File: src/rtl/ahb_slave_burst_if.sv
// AHB-Lite slave front end: turns AHB single/INCR/WRAP transfers into single-beat
// backend requests, with backend wait states, ready timeout and the two-cycle ERROR response.
module ahb_slave_burst_if #(
  parameter int AHB_DATA_WIDTH   = 32,
  parameter int AHB_ADDR_WIDTH   = 32,
  parameter int AHB_WAIT_TIMEOUT = 16
) (
  input  logic                          ahb_clk_in,
  input  logic                          ahb_rstn_in,
  input  logic                          ahb_sel_in,
  input  logic [AHB_ADDR_WIDTH-1:0]     ahb_addr_in,
  input  logic [1:0]                    ahb_trans_in,
  input  logic                          ahb_write_in,
  input  logic [2:0]                    ahb_size_in,
  input  logic [2:0]                    ahb_burst_in,
  input  logic [AHB_DATA_WIDTH-1:0]     ahb_wdata_in,
  input  logic                          ahb_ready_in,
  output logic                          ahb_ready_out,
  output logic                          ahb_resp_out,
  output logic [AHB_DATA_WIDTH-1:0]     ahb_rdata_out,
  output logic                          other_req_out,
  output logic [AHB_ADDR_WIDTH-1:0]     other_addr_out,
  output logic                          other_write_out,
  output logic [2:0]                    other_size_out,
  output logic [AHB_DATA_WIDTH/8-1:0]   other_strb_out,
  output logic [AHB_DATA_WIDTH-1:0]     other_wdata_out,
  input  logic [AHB_DATA_WIDTH-1:0]     other_rdata_in,
  input  logic                          other_ready_in,
  input  logic                          other_error_in
);

  localparam int AW       = AHB_ADDR_WIDTH;
  localparam int SW       = AHB_DATA_WIDTH / 8;
  localparam int LB       = $clog2(SW);
  localparam int CW       = (AHB_WAIT_TIMEOUT > 1) ? $clog2(AHB_WAIT_TIMEOUT) : 1;
  localparam logic [CW-1:0] WAIT_LAST = CW'((AHB_WAIT_TIMEOUT > 0) ? AHB_WAIT_TIMEOUT - 1 : 0);

  typedef enum logic [1:0] {TR_IDLE, TR_BUSY, TR_NONSEQ, TR_SEQ} htrans_e;
  typedef enum logic [1:0] {S_IDLE, S_ACCESS, S_ERR1, S_ERR2} state_e;

  state_e          state;
  logic [CW-1:0]   wait_cnt;

  // Burst context captured at NONSEQ; beats_left counts remaining SEQ beats.
  logic            burst_open;
  logic            burst_unb;
  logic [4:0]      beats_left;
  logic [AW-1:0]   exp_addr;
  logic [AW-1:0]   wrap_mask;
  logic [2:0]      burst_size;
  logic [2:0]      burst_type;
  logic            burst_write;

  logic            sample_en, addr_valid, is_seq;
  logic            size_bad, misaligned, seq_bad, kb_cross, chk_err;
  logic            accept, reject, busy_hold, timeout_hit;
  logic [AW-1:0]   beat_incr, align_mask, nonseq_mask, cur_mask, next_addr;
  logic [4:0]      nonseq_beats;
  logic [LB-1:0]   byte_off;
  logic [SW-1:0]   strb_calc;

  always_comb begin
    sample_en   = ahb_ready_out && (state != S_ERR1);
    addr_valid  = ahb_sel_in && ahb_ready_in && ahb_trans_in[1];
    is_seq      = (ahb_trans_in == TR_SEQ);
    busy_hold   = ahb_sel_in && (ahb_trans_in == TR_BUSY);
    beat_incr   = AW'(1) << ahb_size_in;
    align_mask  = beat_incr - AW'(1);
    size_bad    = int'(ahb_size_in) > LB;
    misaligned  = (ahb_addr_in & align_mask) != '0;
    seq_bad     = !burst_open || (ahb_addr_in != exp_addr) || (ahb_size_in != burst_size) ||
                  (ahb_write_in != burst_write) || (ahb_burst_in != burst_type);
    // Aligned beats never straddle 1KB themselves; a SEQ landing on a 1KB edge crossed it.
    kb_cross    = ahb_burst_in[0] && (ahb_addr_in[9:0] == 10'd0);
    chk_err     = size_bad || misaligned || (is_seq && (seq_bad || kb_cross));
    accept      = sample_en && addr_valid && !chk_err;
    reject      = sample_en && addr_valid && chk_err;
    timeout_hit = (AHB_WAIT_TIMEOUT != 0) && (wait_cnt == WAIT_LAST);

    nonseq_mask  = '1;
    nonseq_beats = 5'd0;
    case (ahb_burst_in)
      3'd2: begin nonseq_mask = (AW'(4)  << ahb_size_in) - AW'(1); nonseq_beats = 5'd3;  end
      3'd3: nonseq_beats = 5'd3;
      3'd4: begin nonseq_mask = (AW'(8)  << ahb_size_in) - AW'(1); nonseq_beats = 5'd7;  end
      3'd5: nonseq_beats = 5'd7;
      3'd6: begin nonseq_mask = (AW'(16) << ahb_size_in) - AW'(1); nonseq_beats = 5'd15; end
      3'd7: nonseq_beats = 5'd15;
      default: ;
    endcase

    // An all-ones mask makes the wrap formula degenerate to a plain increment.
    cur_mask  = is_seq ? wrap_mask : nonseq_mask;
    next_addr = (ahb_addr_in & ~cur_mask) | ((ahb_addr_in + beat_incr) & cur_mask);

    byte_off  = ahb_addr_in[LB-1:0];
    strb_calc = '0;
    for (int i = 0; i < SW; i++)
      strb_calc[i] = (i >= int'(byte_off)) && (i < int'(byte_off) + (1 << ahb_size_in));
  end

  assign other_wdata_out = other_req_out ? ahb_wdata_in : '0;

  // NOTE: sequential state uses non-blocking assignments only, so every register
  // sees the pre-edge values of the others regardless of statement order.
  always_ff @(posedge ahb_clk_in or negedge ahb_rstn_in) begin
    if (!ahb_rstn_in) begin
      state           <= S_IDLE;
      ahb_ready_out   <= 1'b1;
      ahb_resp_out    <= 1'b0;
      ahb_rdata_out   <= '0;
      other_req_out   <= 1'b0;
      other_addr_out  <= '0;
      other_write_out <= 1'b0;
      other_size_out  <= '0;
      other_strb_out  <= '0;
      wait_cnt        <= '0;
      burst_open      <= 1'b0;
      burst_unb       <= 1'b0;
      beats_left      <= '0;
      exp_addr        <= '0;
      wrap_mask       <= '0;
      burst_size      <= '0;
      burst_type      <= '0;
      burst_write     <= 1'b0;
    end else begin
      if (sample_en && ahb_ready_in) begin
        if (accept) begin
          exp_addr <= next_addr;
          if (is_seq) begin
            if (!burst_unb) begin
              beats_left <= beats_left - 5'd1;
              if (beats_left == 5'd1) burst_open <= 1'b0;
            end
          end else begin
            burst_unb   <= (ahb_burst_in == 3'd1);
            burst_open  <= (ahb_burst_in == 3'd1) || (nonseq_beats != 5'd0);
            beats_left  <= nonseq_beats;
            wrap_mask   <= nonseq_mask;
            burst_size  <= ahb_size_in;
            burst_type  <= ahb_burst_in;
            burst_write <= ahb_write_in;
          end
        end else if (!busy_hold) begin
          burst_open <= 1'b0;
        end
      end

      case (state)
        S_IDLE, S_ERR2: begin
          if (accept) begin
            state           <= S_ACCESS;
            other_req_out   <= 1'b1;
            other_addr_out  <= ahb_addr_in;
            other_write_out <= ahb_write_in;
            other_size_out  <= ahb_size_in;
            other_strb_out  <= strb_calc;
            wait_cnt        <= '0;
            ahb_ready_out   <= 1'b0;
            ahb_resp_out    <= 1'b0;
          end else if (reject) begin
            state         <= S_ERR1;
            ahb_ready_out <= 1'b0;
            ahb_resp_out  <= 1'b1;
          end else begin
            state         <= S_IDLE;
            ahb_ready_out <= 1'b1;
            ahb_resp_out  <= 1'b0;
          end
        end
        S_ACCESS: begin
          if (other_error_in || (!other_ready_in && timeout_hit)) begin
            state         <= S_ERR1;
            other_req_out <= 1'b0;
            ahb_ready_out <= 1'b0;
            ahb_resp_out  <= 1'b1;
            burst_open    <= 1'b0;
          end else if (other_ready_in) begin
            state         <= S_IDLE;
            other_req_out <= 1'b0;
            ahb_ready_out <= 1'b1;
            ahb_resp_out  <= 1'b0;
            if (!other_write_out) ahb_rdata_out <= other_rdata_in;
          end else begin
            wait_cnt <= wait_cnt + CW'(1);
          end
        end
        S_ERR1: begin
          state         <= S_ERR2;
          ahb_ready_out <= 1'b1;
          ahb_resp_out  <= 1'b1;
        end
        default: state <= S_IDLE;
      endcase
    end
  end

endmodule

File: config.mk
export PLATFORM = sky130hd
export DESIGN_NAME = ahb_slave_burst_if
export DESIGN_NICKNAME = d
export VERILOG_FILES = /design/src/rtl/ahb_slave_burst_if.sv
export SDC_FILE = /design/constraint.sdc
export NUM_CORES = 1
export LEC_CHECK = 0
export CAP_MARGIN = 40
export CORE_UTILIZATION = 25
export DETAILED_ROUTE_END_ITERATION = 10
export GPL_TIMING_DRIVEN = 0
export SLEW_MARGIN = 20
export SYNTH_ARGS = -nofsm -noshare
export SYNTH_HDL_FRONTEND = slang
export SYNTH_SLANG_ARGS = --single-unit
File: constraint.sdc
create_clock -name ahb_clk_in -period 6.95 [get_ports ahb_clk_in]
set_clock_uncertainty 0.15 [all_clocks]
set_input_delay 1.7375 -clock ahb_clk_in [delete_from_list [all_inputs] [get_ports ahb_clk_in]]
set_output_delay 1.7375 -clock ahb_clk_in [all_outputs]
set_load 0.005 [all_outputs]
==> results of run 1 <==
[registers in the layout, summed over array words and instances, names as in the netlist]
name and cells:
ahb_resp_out 1, other_size_out 3, wrap_mask 32, wait_cnt 4
other_addr_out 32, burst_size 3, exp_addr 32, state 1
burst_unb 1, burst_open 1, burst_write 1, other_req_out 1
other_strb_out 4, other_write_out 1, beats_left 5, ahb_rdata_out 32
ahb_ready_out 1, burst_type 3
[power groups by stage]
stage,Clock (mW),Combinational (mW),Sequential (mW)
floorplan,0,0.271,1.14
global placement,0,0.570,1.15
detailed placement,0,0.580,1.15
CTS,1.04,0.583,1.13
global route,1.08,0.627,1.15
finish,1.02,0.577,1.13
[cells by family (layout without fill, tap and decap cells)]
group,Yosys count,after routing,share of synthesized area [%]
buffers and inverters,72,314,3.98
DFF,158,158,45.4
xor gates and xnor gates,69,69,6.94
adders and majority gates,19,19,2.80
and+or+nand+nor,298,298,17.7
AOI/OAI and AO/OA,167,167,13.0
other,0,1,0
muxes,74,74,10.2
[worst max-delay path by stage]
stage	start	endpoint	slack (ns)	cells past startpoint
finish	ahb_size_in[2]	exp_addr[30]	1.36	14
global route	ahb_size_in[2]	exp_addr[20]	1.20	14
CTS	ahb_size_in[2]	exp_addr[30]	1.46	14
detailed placement	ahb_size_in[2]	exp_addr[30]	0.98	14
global placement	ahb_rstn_in	ahb_rdata_out[19]	-2.96	1
floorplan	ahb_size_in[0]	exp_addr[30]	2.27	13
[final cells by class]
cell class / count / area (µm²) / share of cell area (%)
Buffer: 51 / 268 / 2.23
Timing Repair Buffer: 210 / 2120 / 17.6
Multi-Input combinational cell: 627 / 4410 / 36.7
Antenna cell: 1 / 2.50 / 0.0208
Clock buffer: 20 / 447 / 3.72
Clock inverter: 12 / 185 / 1.54
Sequential cell: 158 / 3960 / 32.9
Tap cell: 448 / 561 / 4.66
Inverter: 21 / 78.8 / 0.656
[synth_stat cells, types with 14 or more instances]
cell type	instances
nor2_1	78
clkbuf_1	27
nand3_1	15
o21ai_0	30
mux2_4	16
o21a_1	14
and2_1	42
dfrtp_1	157
nor3_1	22
a21oi_1	49
xor2_1	27
mux2_2	53
nand2_1	66
xnor2_1	42
ha_1	17
inv_1	20
[through the flow]
step                hold WS, ns  instance area (µm²)  setup TNS [ns]  utilization, %
detailed placement        0.306                11400               0            33.6
global placement          0.301                11300         -462.06            33.5
floorplan                 0.285                 8700               0               -
finish                    0.321                12000               0            35.5
CTS                       0.322                12000               0            35.5
global route              0.330                12000               0            35.5
[worst max-delay path, cell delays in order]
cell,delay (ns)
clkdlybuf4s50_1,0.52
buf_2,0.24
clkbuf_1,0.23
or3_1,0.43
inv_1,0.13
ha_1,0.20
fa_1,0.28
nor4bb_1,0.36
o31ai_1,0.18
a31o_2,0.27
nand3b_1,0.50
nor4_1,0.43
xnor2_1,0.17
a21oi_1,0.08
[metal layers]
layer | vias to the layer above | GRT usage [%] | routed length [µm]
met1 | 3734 | 19.8 | 11800
met2 | 275 | 26.5 | 13600
li1 | 3480 | - | -
met5 | - | 0 | 0
met4 | 0 | 5.55 | 589
met3 | 33 | 3.07 | 1690
==> impl_metrics.tcl, run 1 <==
set metrics [dict create \
    status "complete, no violations" \
    finalWorstSetupSlack_ns 1.36 \
    powerDensity_mw_per_mm2 227 \
    period_share_pct 80.4 \
    ir_worst_vdd_v 0.000112 \
    detail_route.first_pass.iterations 5 \
    async_flop_share_pct 100 \
    dp.cells 1515 \
    final_cells 1548 \
    synth_area_mm2 0.00870 \
    min_to "wrap_mask[1]" \
    grt_pass1_wl_um 42600 \
    synth.distinct_cells 74 \
    htree_levels 4 \
    startpoint_type "primary input" \
    antenna_found_initial 1 \
    setup_viol 0 \
    grt_use_total_pct 15.7 \
    yosys_warnings 0 \
    placementRows 67 \
    io_pins 218 \
    cp.required_ns 7.12 \
    min_from "wrap_mask[1]" \
    gr-total-overflow 0 \
    cts_buffer_depth 2 \
    num_vias 7522 \
    rrSetupSlack_ns 3.76 \
    fill_cells 3469 \
    worst_pin_slew_ns 0.792 \
    first_iter_violations 527 \
    timing.rr.end "other_addr_out[18]" \
    drt-total-wl_um 27600 \
    synth_nets 986 \
    wire_per_inst_um 17.8 \
    pwr-share-comb_pct 21.1 \
    hold_depth 1 \
    synth_edf_count 0 \
    initial_core_util_pct 25.7 \
    insertion_delay_ns 0.45 \
    pwr-share-seq_pct 41.5 \
    r2r_cells 8 \
    synth_cells 857 \
    viasPerCell 4.86 \
    r2r-start "exp_addr[16]" \
    ys.flop_type "dfrtp_1" \
    cap_violations 0 \
    clock-sinks 158 \
    cp-end-kind "register" \
    drv_slew 0 \
    io_buffers 207 \
    crit_arrival_ns 5.76 \
    crit_type "in -> reg" \
    drc_errors 0 \
    drive_gt1_share_pct 13.3 \
    slew-limit-headroom_pct 47.2 \
    intPower_mw 2.00 \
    ant_nets 0 \
    grt_max_degree 82 \
    die_x_um 189 \
    clkPwrFrac_pct 37.4 \
    crit_fanout 10 \
    gp_congestion 0.907 \
    hold_path_class "reg -> reg" \
    die_h_um 189 \
    path_clk_slew_ns 0.07 \
    period_needed_ns 5.59 \
    cts-root-buf "clkbuf_16" \
    fp.dieArea_mm2 0.0356 \
    cts_setup_buffers 0 \
    layout.nets 1215 \
    final_hold_viol_count 0 \
    cellLeakagePower_nw 5.18 \
    grt_pass1_vias 7355 \
    cts_buffers 17 \
    coreArea_mm2 0.0339 \
    post_cts_resized 0 \
    synth_top_area_share_pct 45.1 \
    dp_hpwl_um 20500 \
    p_switching_mw 0.735 \
    yosysSeqAreaShare_pct 45.4 \
    yosysTopAreaCell "dfrtp_1" \
    areaGrowthSynthToFinish_pct 38.1 \
    tritoncts "done" \
    mostFrequentLayoutCells "clkdlybuf4s50_1, dfrtp_1, nor2_1" \
    post-place-ws_ns 0.984 \
    avgSynthCellArea_um2 10.2 \
    rsz0062_at_grt "false" \
    finalPower_mw 2.73 \
    cts-hold-fix-buffers 0 \
    synth.ff_latch_count 158 \
    synthTopCellsByArea "dfrtp_1, mux2_2, xnor2_1" \
    fmax_mhz 179 \
    p_sw_share_pct 26.9 \
    final_common_cell "clkdlybuf4s50_1" \
]
Power figures use the tool's default switching activity.
==> run 2: changes to the inputs <==
Clock period 6.95 ns to 5.7 ns, I/O delays scaled along.
==> results of run 2 <==
Same layout as run 1 (identical final DEF). Status: complete, no violations.
Main changes from that run: setup slack after placement 0.984 ns -> 0.0462 ns; setup slack after layout 1.36 ns -> 0.426 ns; register-to-register setup slack 3.76 ns -> 2.51 ns; total power 2.73 mW -> 3.33 mW; worst IR drop on VDD 0.000112 V -> 0.000136 V
==> run 3: changes to the inputs <==
Clock period 5.7 ns to 6.03 ns, I/O delays scaled along.
==> results of run 3 <==
Same layout as run 1 (identical final DEF). Status: complete, no violations.
Main changes from that run: setup slack after placement 0.984 ns -> 0.294 ns; setup slack after layout 1.36 ns -> 0.674 ns; register-to-register setup slack 3.76 ns -> 2.84 ns; total power 2.73 mW -> 3.15 mW; worst IR drop on VDD 0.000112 V -> 0.000129 V
